`src/rtl/uart_rx.sv`:
```
// uart_rx: 8N1 UART receiver with a one-byte valid/ready holding register, framing-error and overrun pulses
module uart_rx #(
    parameter int CLKS_PER_BIT = 434,
    parameter int CNT_W        = 16
) (
    input  logic       i_clk,
    input  logic       i_reset,
    input  logic       i_rxd,
    output logic [7:0] o_rx_data,
    output logic       o_rx_valid,
    input  logic       i_rx_ready,
    output logic       o_rx_frame_err,
    output logic       o_rx_overrun,
    output logic       o_rx_busy
);
    typedef enum logic [2:0] {S_IDLE, S_START, S_DATA, S_STOP, S_BREAK} state_t;

    localparam logic [CNT_W-1:0] W_HALF = CNT_W'(CLKS_PER_BIT / 2 - 1);
    localparam logic [CNT_W-1:0] W_LAST = CNT_W'(CLKS_PER_BIT - 1);

    state_t           r_state, w_next;
    logic             r_meta, r_rxs;
    logic [CNT_W-1:0] r_cnt, w_cnt_nxt;
    logic [2:0]       r_idx, w_idx_nxt;
    logic [7:0]       r_shift, w_shift_nxt;
    logic             w_stop_ok, w_ferr, w_accept;

    // Two-flop synchronizer for the asynchronous pin; idles high
    always_ff @(posedge i_clk) begin
        if (i_reset) begin
            r_meta <= 1'b1;
            r_rxs  <= 1'b1;
        end else begin
            r_meta <= i_rxd;
            r_rxs  <= r_meta;
        end
    end

    // FSM state and bit-timing datapath registers
    always_ff @(posedge i_clk) begin
        if (i_reset) begin
            r_state <= S_IDLE;
            r_cnt   <= '0;
            r_idx   <= '0;
            r_shift <= '0;
        end else begin
            r_state <= w_next;
            r_cnt   <= w_cnt_nxt;
            r_idx   <= w_idx_nxt;
            r_shift <= w_shift_nxt;
        end
    end

    // Next state, counter/shift updates and stop-bit verdict
    always_comb begin
        w_next      = r_state;
        w_cnt_nxt   = r_cnt + 1'b1;
        w_idx_nxt   = r_idx;
        w_shift_nxt = r_shift;
        w_stop_ok   = 1'b0;
        w_ferr      = 1'b0;
        case (r_state)
            S_IDLE: begin
                w_cnt_nxt = '0;
                if (!r_rxs) w_next = S_START;
            end
            S_START: begin
                if (r_cnt == W_HALF) begin
                    w_cnt_nxt = '0;
                    w_idx_nxt = '0;
                    w_next    = r_rxs ? S_IDLE : S_DATA;
                end
            end
            S_DATA: begin
                if (r_cnt == W_LAST) begin
                    w_cnt_nxt   = '0;
                    w_shift_nxt = {r_rxs, r_shift[7:1]};
                    w_idx_nxt   = r_idx + 3'd1;
                    if (r_idx == 3'd7) w_next = S_STOP;
                end
            end
            S_STOP: begin
                if (r_cnt == W_LAST) begin
                    w_cnt_nxt = '0;
                    w_stop_ok = r_rxs;
                    w_ferr    = !r_rxs;
                    w_next    = r_rxs ? S_IDLE : S_BREAK;
                end
            end
            S_BREAK: begin
                w_cnt_nxt = '0;
                if (r_rxs) w_next = S_IDLE;
            end
            default: begin
                w_next    = S_IDLE;
                w_cnt_nxt = '0;
            end
        endcase
    end

    // A finished byte is taken only if the holding register is empty or being drained this cycle
    assign w_accept = w_stop_ok && (!o_rx_valid || i_rx_ready);

    // Holding register, handshake and one-cycle status pulses
    always_ff @(posedge i_clk) begin
        if (i_reset) begin
            o_rx_data      <= '0;
            o_rx_valid     <= 1'b0;
            o_rx_frame_err <= 1'b0;
            o_rx_overrun   <= 1'b0;
        end else begin
            o_rx_frame_err <= w_ferr;
            o_rx_overrun   <= w_stop_ok && o_rx_valid && !i_rx_ready;
            if (w_accept) begin
                o_rx_data  <= r_shift;
                o_rx_valid <= 1'b1;
            end else if (o_rx_valid && i_rx_ready) begin
                o_rx_valid <= 1'b0;
            end
        end
    end

    assign o_rx_busy = (r_state != S_IDLE);
endmodule

```
`config.mk`:
```
export PLATFORM = sky130hd
export DESIGN_NAME = uart_rx
export DESIGN_NICKNAME = d
export VERILOG_FILES = /design/src/rtl/uart_rx.sv
export SDC_FILE = /design/constraint.sdc
export NUM_CORES = 1
export LEC_CHECK = 0
export CAP_MARGIN = 20
export CORE_ASPECT_RATIO = 0.7
export CORE_MARGIN = 2
export CORE_UTILIZATION = 50
export DETAILED_ROUTE_END_ITERATION = 7
export PLACE_DENSITY = 0.71
export SYNTH_ARGS = -nofsm -noshare
export SYNTH_HDL_FRONTEND = slang
export SYNTH_SLANG_ARGS = --single-unit
```
`constraint.sdc`:
```
create_clock -name i_clk -period 2.77 [get_ports i_clk]
set_clock_uncertainty 0.15 [all_clocks]
set_input_delay 0.554 -clock i_clk [delete_from_list [all_inputs] [get_ports i_clk]]
set_output_delay 0.554 -clock i_clk [all_outputs]
set_load 0.1 [all_outputs]
```
Yosys cells after proc, flatten, opt, wreduce, memory -nomap -nowiden
Index checks and enable logic that the tools add are counted.
- output and inout port bits: 12
- memories: 0
- latch bits: 0
- bits in read-only memories: 0
- RAM bits: 0
- word-level logic and storage cells: 63
- bits in registers: 43
- input bits: 4
- shift-type cells: 0
- reductions and logical operators: 17
- bitwise logic cells: 2
- $add $sub $neg: 2
- order comparisons: 0
- multiplexer cells: 19
- div/mod/pow operators: 0
- equal/unequal tests: 13
- $mul: 0
- operators with widths (operator ; number):
    two-way mux 16 bit ; 2
    case mux 16 bit (2 select lines) ; 1
    two-way mux 3 bit ; 9
    adder 16 x 1 -> 16 bit (second input constant) ; 1
    == test 16 x 8 -> 1 bit (second input constant) ; 1
    == test 16 x 9 -> 1 bit (second input constant) ; 1
    case mux 3 bit (5 select lines) ; 1
    != test 2 bit (second input constant) ; 6
    == test 3 x 2 -> 1 bit (second input constant) ; 2
    == test 3 bit (second input constant) ; 2
    case mux 3 bit (2 select lines) ; 1
    AND reduction 6 bit ; 1
    logical AND 1 bit ; 4
    two-way mux 1 bit ; 4
    nonzero test 2 bit ; 2
    adder 3 x 1 -> 3 bit (second input constant) ; 1
    == test 3 x 1 -> 1 bit (second input constant) ; 1
    logical NOT 1 bit ; 3
    logical NOT 3 bit ; 1
    AND reduction 3 bit ; 1
    nonzero test 3 bit ; 1
    OR reduction 3 bit ; 1
    two-way mux 2 bit ; 1
    inverter 1 bit ; 2
    3 further kinds ; 3

Longest topological paths before layout
Gate-level depths: netlist of the first run.
- word-level depth: 5
- gate-level depth with buffers: 8

Least setup slack after synthesis of the first run
OpenSTA, ideal clock, no wires.
- path type: register to register
- from: register r_cnt[12]
- to: register o_rx_data[0]
- library setup time: 0.128 ns
- setup slack: 0.369 ns
- buffers on the path: 1
- clock period less this slack: 2.401 ns
- required time: 2.492 ns
- arrival time: 2.123 ns
- stages on the path, launching flop included: 7
- cell sequence: dfxtp_1 or4_4 or4_4 nor4b_2 buf_4 mux2i_1 nor2_1
- word-level cells in the longest chain between the ends: 4
- ends and longest elaborated chain (element ; line ; RTL):
    from (decl) ; 23 ; logic [CNT_W-1:0] r_cnt, w_cnt_nxt;
    from (signal assigned) ; 48 ; r_cnt <= w_cnt_nxt;
    == test 16 x 9 -> 1 bit ; 83 ; if (r_cnt == W_LAST) begin
    two-way mux 1 bit ; 83 ;
    two-way mux 1 bit ; 62 ; case (r_state)
    logical AND 1 bit ; 102 ; assign w_accept = w_stop_ok && (!o_rx_valid || i_rx_ready);
    to (signal assigned) ; 115 ; o_rx_data <= r_shift;
    to (decl) ; 9 ; output logic [7:0] o_rx_data,
No other way between the ends.
A chain may end at the register's enable or synchronous reset.

Final worst setup path of the first run
- from: register r_cnt[2]
- to: register o_rx_data[0]
The elaborated chain is that of the path after synthesis.

==> flow_metrics.env, run 1 <==
export IMPL_status="finished clean"
export IMPL_portBuffers=15
export IMPL_pre_cts_slack_ns=0.225
export IMPL_avgSynthCellArea_sq_um=9.29
export IMPL_final_common_cell="nor2_1"
export IMPL_seq_area_frac_synth_pct=47.0
export IMPL_p_per_area_nw_per_um2=564
export IMPL_critPathLaunchType="flop"
export IMPL_ir_drop_mv=0.399
export IMPL_cts_setup_buffers=0
export IMPL_grt_pass1_vias=1204
export IMPL_drt_met1_wl_um=1660
export IMPL_htree_levels=2
export IMPL_crit_family="simple AND/OR/NAND/NOR gates"
export IMPL_synth_seq_cells=43
export IMPL_fin_setup_tns_ns=0
export IMPL_crit_path_max_fanout=8
export IMPL_worst_slew_pin_slew_ns=0.560
export IMPL_cts_clk_slew_worst_paths_ns=0.08
export IMPL_grt_setup_unrepaired="no"
export IMPL_timing_final_crit_period_ns=2.57
export IMPL_drc_errors=0
export IMPL_drtIter0Drc=61
export IMPL_max_freq_ghz=0.389
export IMPL_antenna_cells=0
export IMPL_drt_pass1_iter_count=4
export IMPL_dp_cells=257
export IMPL_setup_viol=0
export IMPL_netlist_instances=197
export IMPL_syn_nets=206
export IMPL_gr_total_overflow=0
export IMPL_yosysWarnings=0
export IMPL_fin_util_pct=60.2
export IMPL_synth_area_leaders="dfxtp_1 47%, nor2_1 9.2%, mux2i_1 8.7%"
export IMPL_wl_per_cell_um=13.3
export IMPL_leakage_nw=0.740
export IMPL_clock_sinks=43
export IMPL_hp_class="flop to flop"
export IMPL_antenna_found_initial=0
export IMPL_instances_no_fill=265
export IMPL_worst_ep_arrival_time_ns=2.61
export IMPL_dp_hpwl_um=2490
export IMPL_die_area_sq_um=4170
export IMPL_synth_ff_type="dfxtp_1"
export IMPL_syn_area_sq_um=1830
export IMPL_worstSetupPathType="flop to flop"
export IMPL_grt_max_degree=28
export IMPL_via_per_inst=5.29
export IMPL_yosysTopAreaCell="dfxtp_1"
export IMPL_routed_top_layer="met4"
export IMPL_endpoint_kind="flop"
export IMPL_slowest_delay_ns=0.58
export IMPL_yosysTopAreaCellShare_pct=47.0
export IMPL_finalNetCount=223
export IMPL_crit_chain="or4_1 > or4_4 > nor4b_2 > buf_4 > mux2i_1 > nor2_1"
export IMPL_fin_ws_ns=0.199
export IMPL_ys_types=36
export IMPL_wl_um=3520
export IMPL_critPathBufInv=1
export IMPL_finalCritPeriodShare_pct=92.8
export IMPL_cts_buffer_depth=2
export IMPL_cts_resized=0
export IMPL_core_area_sq_um=3510
export IMPL_areaGrowthSynthToFinish_pct=15.5
export IMPL_final_max_slew_viol_count=0
export IMPL_vias=1401
export IMPL_required_ns=2.81
export IMPL_hold_buffers=0
export IMPL_cts_tree="done"
export IMPL_start_util_pct=52.1
export IMPL_io_pins=16
export IMPL_antenna_left=0
export IMPL_place_congestion=0.810
export IMPL_clock_root_buffer="clkbuf_8"
export IMPL_synth_edff_count=0
export IMPL_hold_viol=0
export IMPL_slowest_stage="or4_1"
export IMPL_wl_met2_um=1660
export IMPL_numCtsBuffers=5
export IMPL_fill_cells=300
export IMPL_grt_first_pass_wirelength_um=5550
export IMPL_slew_headroom_pct=62.5
export IMPL_die_h_um=54.6
export IMPL_met3_length_um=163
export IMPL_grt_util_all_layers_pct=17.3
export IMPL_maxCapViolCount=0
export IMPL_die_x_um=76.3
export IMPL_drive_above_1_share_pct=14.4
export IMPL_async_flop_share_pct=0
export IMPL_rows=18
export IMPL_final_cell_mix="45 x nor2_1, 43 x dfxtp_1, 16 x mux2i_1, 15 x buf_4, 9 x xor2_1"
export IMPL_power_mw=1.19
export IMPL_clock_latency_ns=0.29
state kept, by name (all words and copies together) (netlist names), 3 cells and up:
name and flops:
r_state 3, r_cnt 16, r_idx 3, o_rx_data 8, r_shift 8
synthesized netlist by cell type (4+ instances only):
library cell,instances
xor2_1,9
mux2i_1,16
inv_1,5
xnor2_1,6
ha_1,5
nand2_1,8
dfxtp_1,43
clkbuf_1,7
nor2_1,45
a21oi_1,5
nand3_1,4
nand4_1,7
o21ai_0,4
final timing paths:
kind                                          start  slack (ns)                   endpoint  depth (start not counted)
worst min-delay path              r_meta$_SDFF_PP1_        0.29           r_rxs$_SDFF_PP1_                          1
worst max-delay path            r_cnt[2]$_SDFF_PP0_        0.20  o_rx_data[0]$_SDFFE_PP0P_                          6
worst min register to register    r_meta$_SDFF_PP1_        0.29           r_rxs$_SDFF_PP1_                          1
worst max register to register  r_cnt[2]$_SDFF_PP0_        0.20  o_rx_data[0]$_SDFFE_PP0P_                          6
worst register-to-register path, cell delays in order, from the launching register on:
cell	delay [ns]
dfxtp_1	0.36
or4_1	0.58
or4_4	0.57
nor4b_2	0.27
buf_4	0.24
mux2i_1	0.24
nor2_1	0.05
metal layers:
| layer | vias to the layer above | GRT usage [%] |
|---|---|---|
| met5 | - | 0 |
| met4 | 0 | 6.36 |
| met3 | 4 | 5.12 |
| met2 | 32 | 29.1 |
| met1 | 657 | 21.9 |
| li1 | 708 | - |
where the power goes:
group | total, mW | internal [mW] | switching, mW
Combinational | 0.0778 | 0.0236 | 0.0542
Clock | 0.483 | 0.268 | 0.215
Sequential | 0.632 | 0.622 | 0.00940
cell families (layout without fill, tap and decap cells):
logic type                 Yosys count  after routing  share of synthesized area [%]
AOI/OAI and AO/OA                   15             15                           5.47
xor gates and xnor gates            15             15                           7.18
DFF                                 43             43                           47.0
adders and majority gates            5              5                           3.42
and+or+nand+nor                     90             90                           25.3
buffers and inverters               13             31                           2.87
muxes                               16             16                           8.75
layout make-up:
cell class | instances | area [sq um] | area share (%)
sequential | 43 | 861 | 40.7
clock inverter | 3 | 43.8 | 2.07
tap | 50 | 62.6 | 2.96
clock buffer | 5 | 68.8 | 3.25
timing repair buffer | 18 | 143 | 6.75
inverter | 5 | 18.8 | 0.888
multi-input combinational | 141 | 917 | 43.4
per-stage QoR:
step | hold WS [ns] | instance area (sq um)
floorplan | 0.239 | 1830
global placement | 0.252 | 2000
detailed placement | 0.267 | 2000
CTS | 0.294 | 2110
global route | 0.312 | 2110
finish | 0.290 | 2110
No activity file was read; power rests on OpenSTA's default activity.
==> run 2: changes to the inputs <==
--- a/config.mk
+++ b/config.mk
@@ -11,6 +11,7 @@
 export CORE_UTILIZATION = 50
 export DETAILED_ROUTE_END_ITERATION = 7
 export PLACE_DENSITY = 0.71
+export SLEW_MARGIN = 40
 export SYNTH_ARGS = -nofsm -noshare
 export SYNTH_HDL_FRONTEND = slang
 export SYNTH_SLANG_ARGS = --single-unit
==> results of run 2 <==
No change in the layout: final DEF, timing and power equal those of run 1.
==> run 3: changes to the inputs <==
--- a/config.mk
+++ b/config.mk
@@ -5,12 +5,14 @@
 export SDC_FILE = /design/constraint.sdc
 export NUM_CORES = 1
 export LEC_CHECK = 0
+export ABC_AREA = 1
 export CAP_MARGIN = 20
 export CORE_ASPECT_RATIO = 0.7
 export CORE_MARGIN = 2
 export CORE_UTILIZATION = 50
 export DETAILED_ROUTE_END_ITERATION = 7
-export PLACE_DENSITY = 0.71
+export PLACE_DENSITY = 0.7
+export SKIP_CTS_REPAIR_TIMING = 1
 export SLEW_MARGIN = 40
 export SYNTH_ARGS = -nofsm -noshare
 export SYNTH_HDL_FRONTEND = slang
==> flow_metrics.env, run 3 <==
export IMPL_endpoint_kind="flop"
export IMPL_seq_area_frac_synth_pct=42.7
export IMPL_gr_total_overflow=0
export IMPL_crit_path_frequent_cell="inv_1"
export IMPL_clock_latency_ns=0.30
export IMPL_top_register="r_cnt"
export IMPL_slowest_delay_ns=0.74
export IMPL_syn_area_sq_um=2020
export IMPL_dp_cells=335
export IMPL_die_area_sq_um=4570
export IMPL_required_ns=2.82
export IMPL_synth_seq_cells=43
export IMPL_cts_clk_slew_worst_paths_ns=0.08
export IMPL_regArea_sq_um=861
export IMPL_final_cell_mix="64 x nor2_1, 43 x dfxtp_1, 36 x nand2_1, 29 x inv_1, 14 x nand3_1"
export IMPL_crit_family="buffers and inverters"
export IMPL_yosys_top_cells_count="64 x nor2_1, 43 x dfxtp_1, 36 x nand2_1"
export IMPL_final_max_slew_viol_count=0
export IMPL_hold_viol=0
export IMPL_antenna_cells=0
export IMPL_critPathBufInv=3
export IMPL_clock_sinks=43
export IMPL_grt_max_degree=20
export IMPL_maxCapViolCount=0
export IMPL_max_freq_ghz=0.523
export IMPL_slew_headroom_pct=68.3
export IMPL_drive_above_1_share_pct=15.1
export IMPL_via_per_inst=4.86
export IMPL_yosysTopAreaCellShare_pct=42.7
export IMPL_crit_path_max_fanout=19
export IMPL_rows=19
export IMPL_finalCritPeriodShare_pct=69.0
export IMPL_fin_setup_tns_ns=0
export IMPL_worst_ep_arrival_time_ns=1.96
export IMPL_fill_cells=371
export IMPL_hp_class="flop to flop"
export IMPL_p_per_area_nw_per_um2=676
export IMPL_dp_hpwl_um=2730
export IMPL_placedInstanceArea_sq_um=2170
export IMPL_antenna_left=0
export IMPL_ir_drop_mv=0.577
export IMPL_finalNetCount=299
export IMPL_vias=1667
export IMPL_wl_um=3710
export IMPL_place_congestion=0.831
export IMPL_grt_pass1_vias=1452
export IMPL_grt_util_all_layers_pct=18.4
export IMPL_portBuffers=15
export IMPL_crit_chain="clkdlybuf4s50_1 > inv_1 > nand2_1 > o21bai_1 > inv_1"
export IMPL_final_common_cell="nor2_1"
export IMPL_leakage_nw=0.981
export IMPL_grt_setup_unrepaired="no"
export IMPL_yosysWarnings=0
export IMPL_drt_pass1_iter_count=4
export IMPL_status="finished clean"
export IMPL_ys_types=33
export IMPL_drc_errors=0
export IMPL_syn_nets=282
export IMPL_die_h_um=57.1
export IMPL_worstSetupPathType="input pin to flop"
export IMPL_antenna_found_initial=0
export IMPL_grt_first_pass_wirelength_um=6450
export IMPL_wl_per_cell_um=10.8
export IMPL_slowest_stage="clkdlybuf4s50_1"
export IMPL_avgSynthCellArea_sq_um=7.39
export IMPL_htree_levels=2
export IMPL_die_x_um=79.9
export IMPL_timing_final_crit_period_ns=1.91
export IMPL_clock_root_buffer="clkbuf_8"
export IMPL_cts_buffer_depth=2
export IMPL_worst_slew_pin_slew_ns=0.475
export IMPL_largest_register_ffs=16
export IMPL_areaGrowthSynthToFinish_pct=13.1
export IMPL_yosysTopAreaCell="dfxtp_1"
export IMPL_numCtsBuffers=5
export IMPL_multi_input_area_sq_um=977
export IMPL_setup_viol=0
export IMPL_design_area_sq_um=2280
export IMPL_netlist_instances=273
export IMPL_drtIter0Drc=97
export IMPL_io_pins=16
export IMPL_start_util_pct=51.7
export IMPL_core_area_sq_um=3900
export IMPL_synth_ff_type="dfxtp_1"
export IMPL_async_flop_share_pct=0
export IMPL_yosysMostFrequentCell="nor2_1"
export IMPL_worst_hold_slack_ns=0.285
export IMPL_synth_area_leaders="dfxtp_1 43%, nor2_1 12%, nand2_1 6.7%"
export IMPL_critPathLaunchType="input pin"
export IMPL_instances_no_fill=343
export IMPL_reg_top3="r_cnt x16, o_rx_data x8, r_shift x8"
export IMPL_synth_edff_count=0
export IMPL_cts_tree="done"
## run 3: cell types whose count changed in the layout (fill, tap and decap cells not counted), moves of 7 or more
cell     change
nand2_1     +28
nor3_1       +7
o21ai_0      +8
nor2_1      +19
nand3_1     +10
inv_1       +24
mux2i_1     -16
## run 3: cell families after synthesis
group	Yosys count	synth area share, %
simple gates	140	31.3
flops	43	42.7
buf+inv	42	8.87
compound gates	33	9.74
xor+xnor	10	4.34
fa+ha+maj	5	3.10
## run 3: power breakdown
group	switching (mW)	internal, mW
Sequential	0.0293	0.644
Clock	0.220	0.268
Combinational	0.274	0.106
## run 3: path summary, 6_finish.rpt
| check | startpoint | end | slack [ns] | cells after the start |
|---|---|---|---|---|
| setup / recovery | i_reset | r_state[1]$_SDFFE_PP0P_ | 0.86 | 5 |
| hold / removal | r_meta$_SDFF_PP1_ | r_rxs$_SDFF_PP1_ | 0.29 | 1 |
| setup reg to reg | r_cnt[0]$_SDFF_PP0_ | r_cnt[7]$_SDFF_PP0_ | 0.89 | 9 |
| hold reg to reg | r_meta$_SDFF_PP1_ | r_rxs$_SDFF_PP1_ | 0.29 | 1 |
## run 3: layout make-up
class,instances,share of cell area (%)
inverters,37,6.36
repair buffers,15,5.27
multi-input cells,188,42.8
clock buffers,5,3.02
flip-flops and latches,43,37.7
well taps,52,2.85
clock inverters,3,1.92
## run 3: per-layer routing
| metal | part of all wire [%] | up-vias | global-route usage, % |
|---|---|---|---|
| met5 | 0 | - | 0 |
| met1 | 56 | 726 | 28.3 |
| met3 | 7.3 | 2 | 4.59 |
| met4 | 0.86 | 0 | 9.44 |
| li1 | - | 896 | - |
| met2 | 36 | 43 | 23.3 |
## run 3: worst register-to-register path, delay by kind of cell, from the launching register on
kind / cells / cell delay [ns]
AND/OR/NAND/NOR: 6 / 0.85
flip-flops: 1 / 0.43
adder cells (fa/ha/maj): 1 / 0.19
AO/OA/AOI/OAI: 1 / 0.11
buffers and inverters: 1 / 0.07
## run 3: metrics by stage
stage	power [mW]	setup WS (ns)	util (%)
2_1_floorplan	0.995	0.833	-
3_3_place_gp	1.06	0.574	55.6
3_5_place_dp	1.07	0.532	55.6
4_1_cts	1.56	0.863	58.5
5_1_grt	1.63	0.701	58.5
6_report	1.54	0.859	58.5
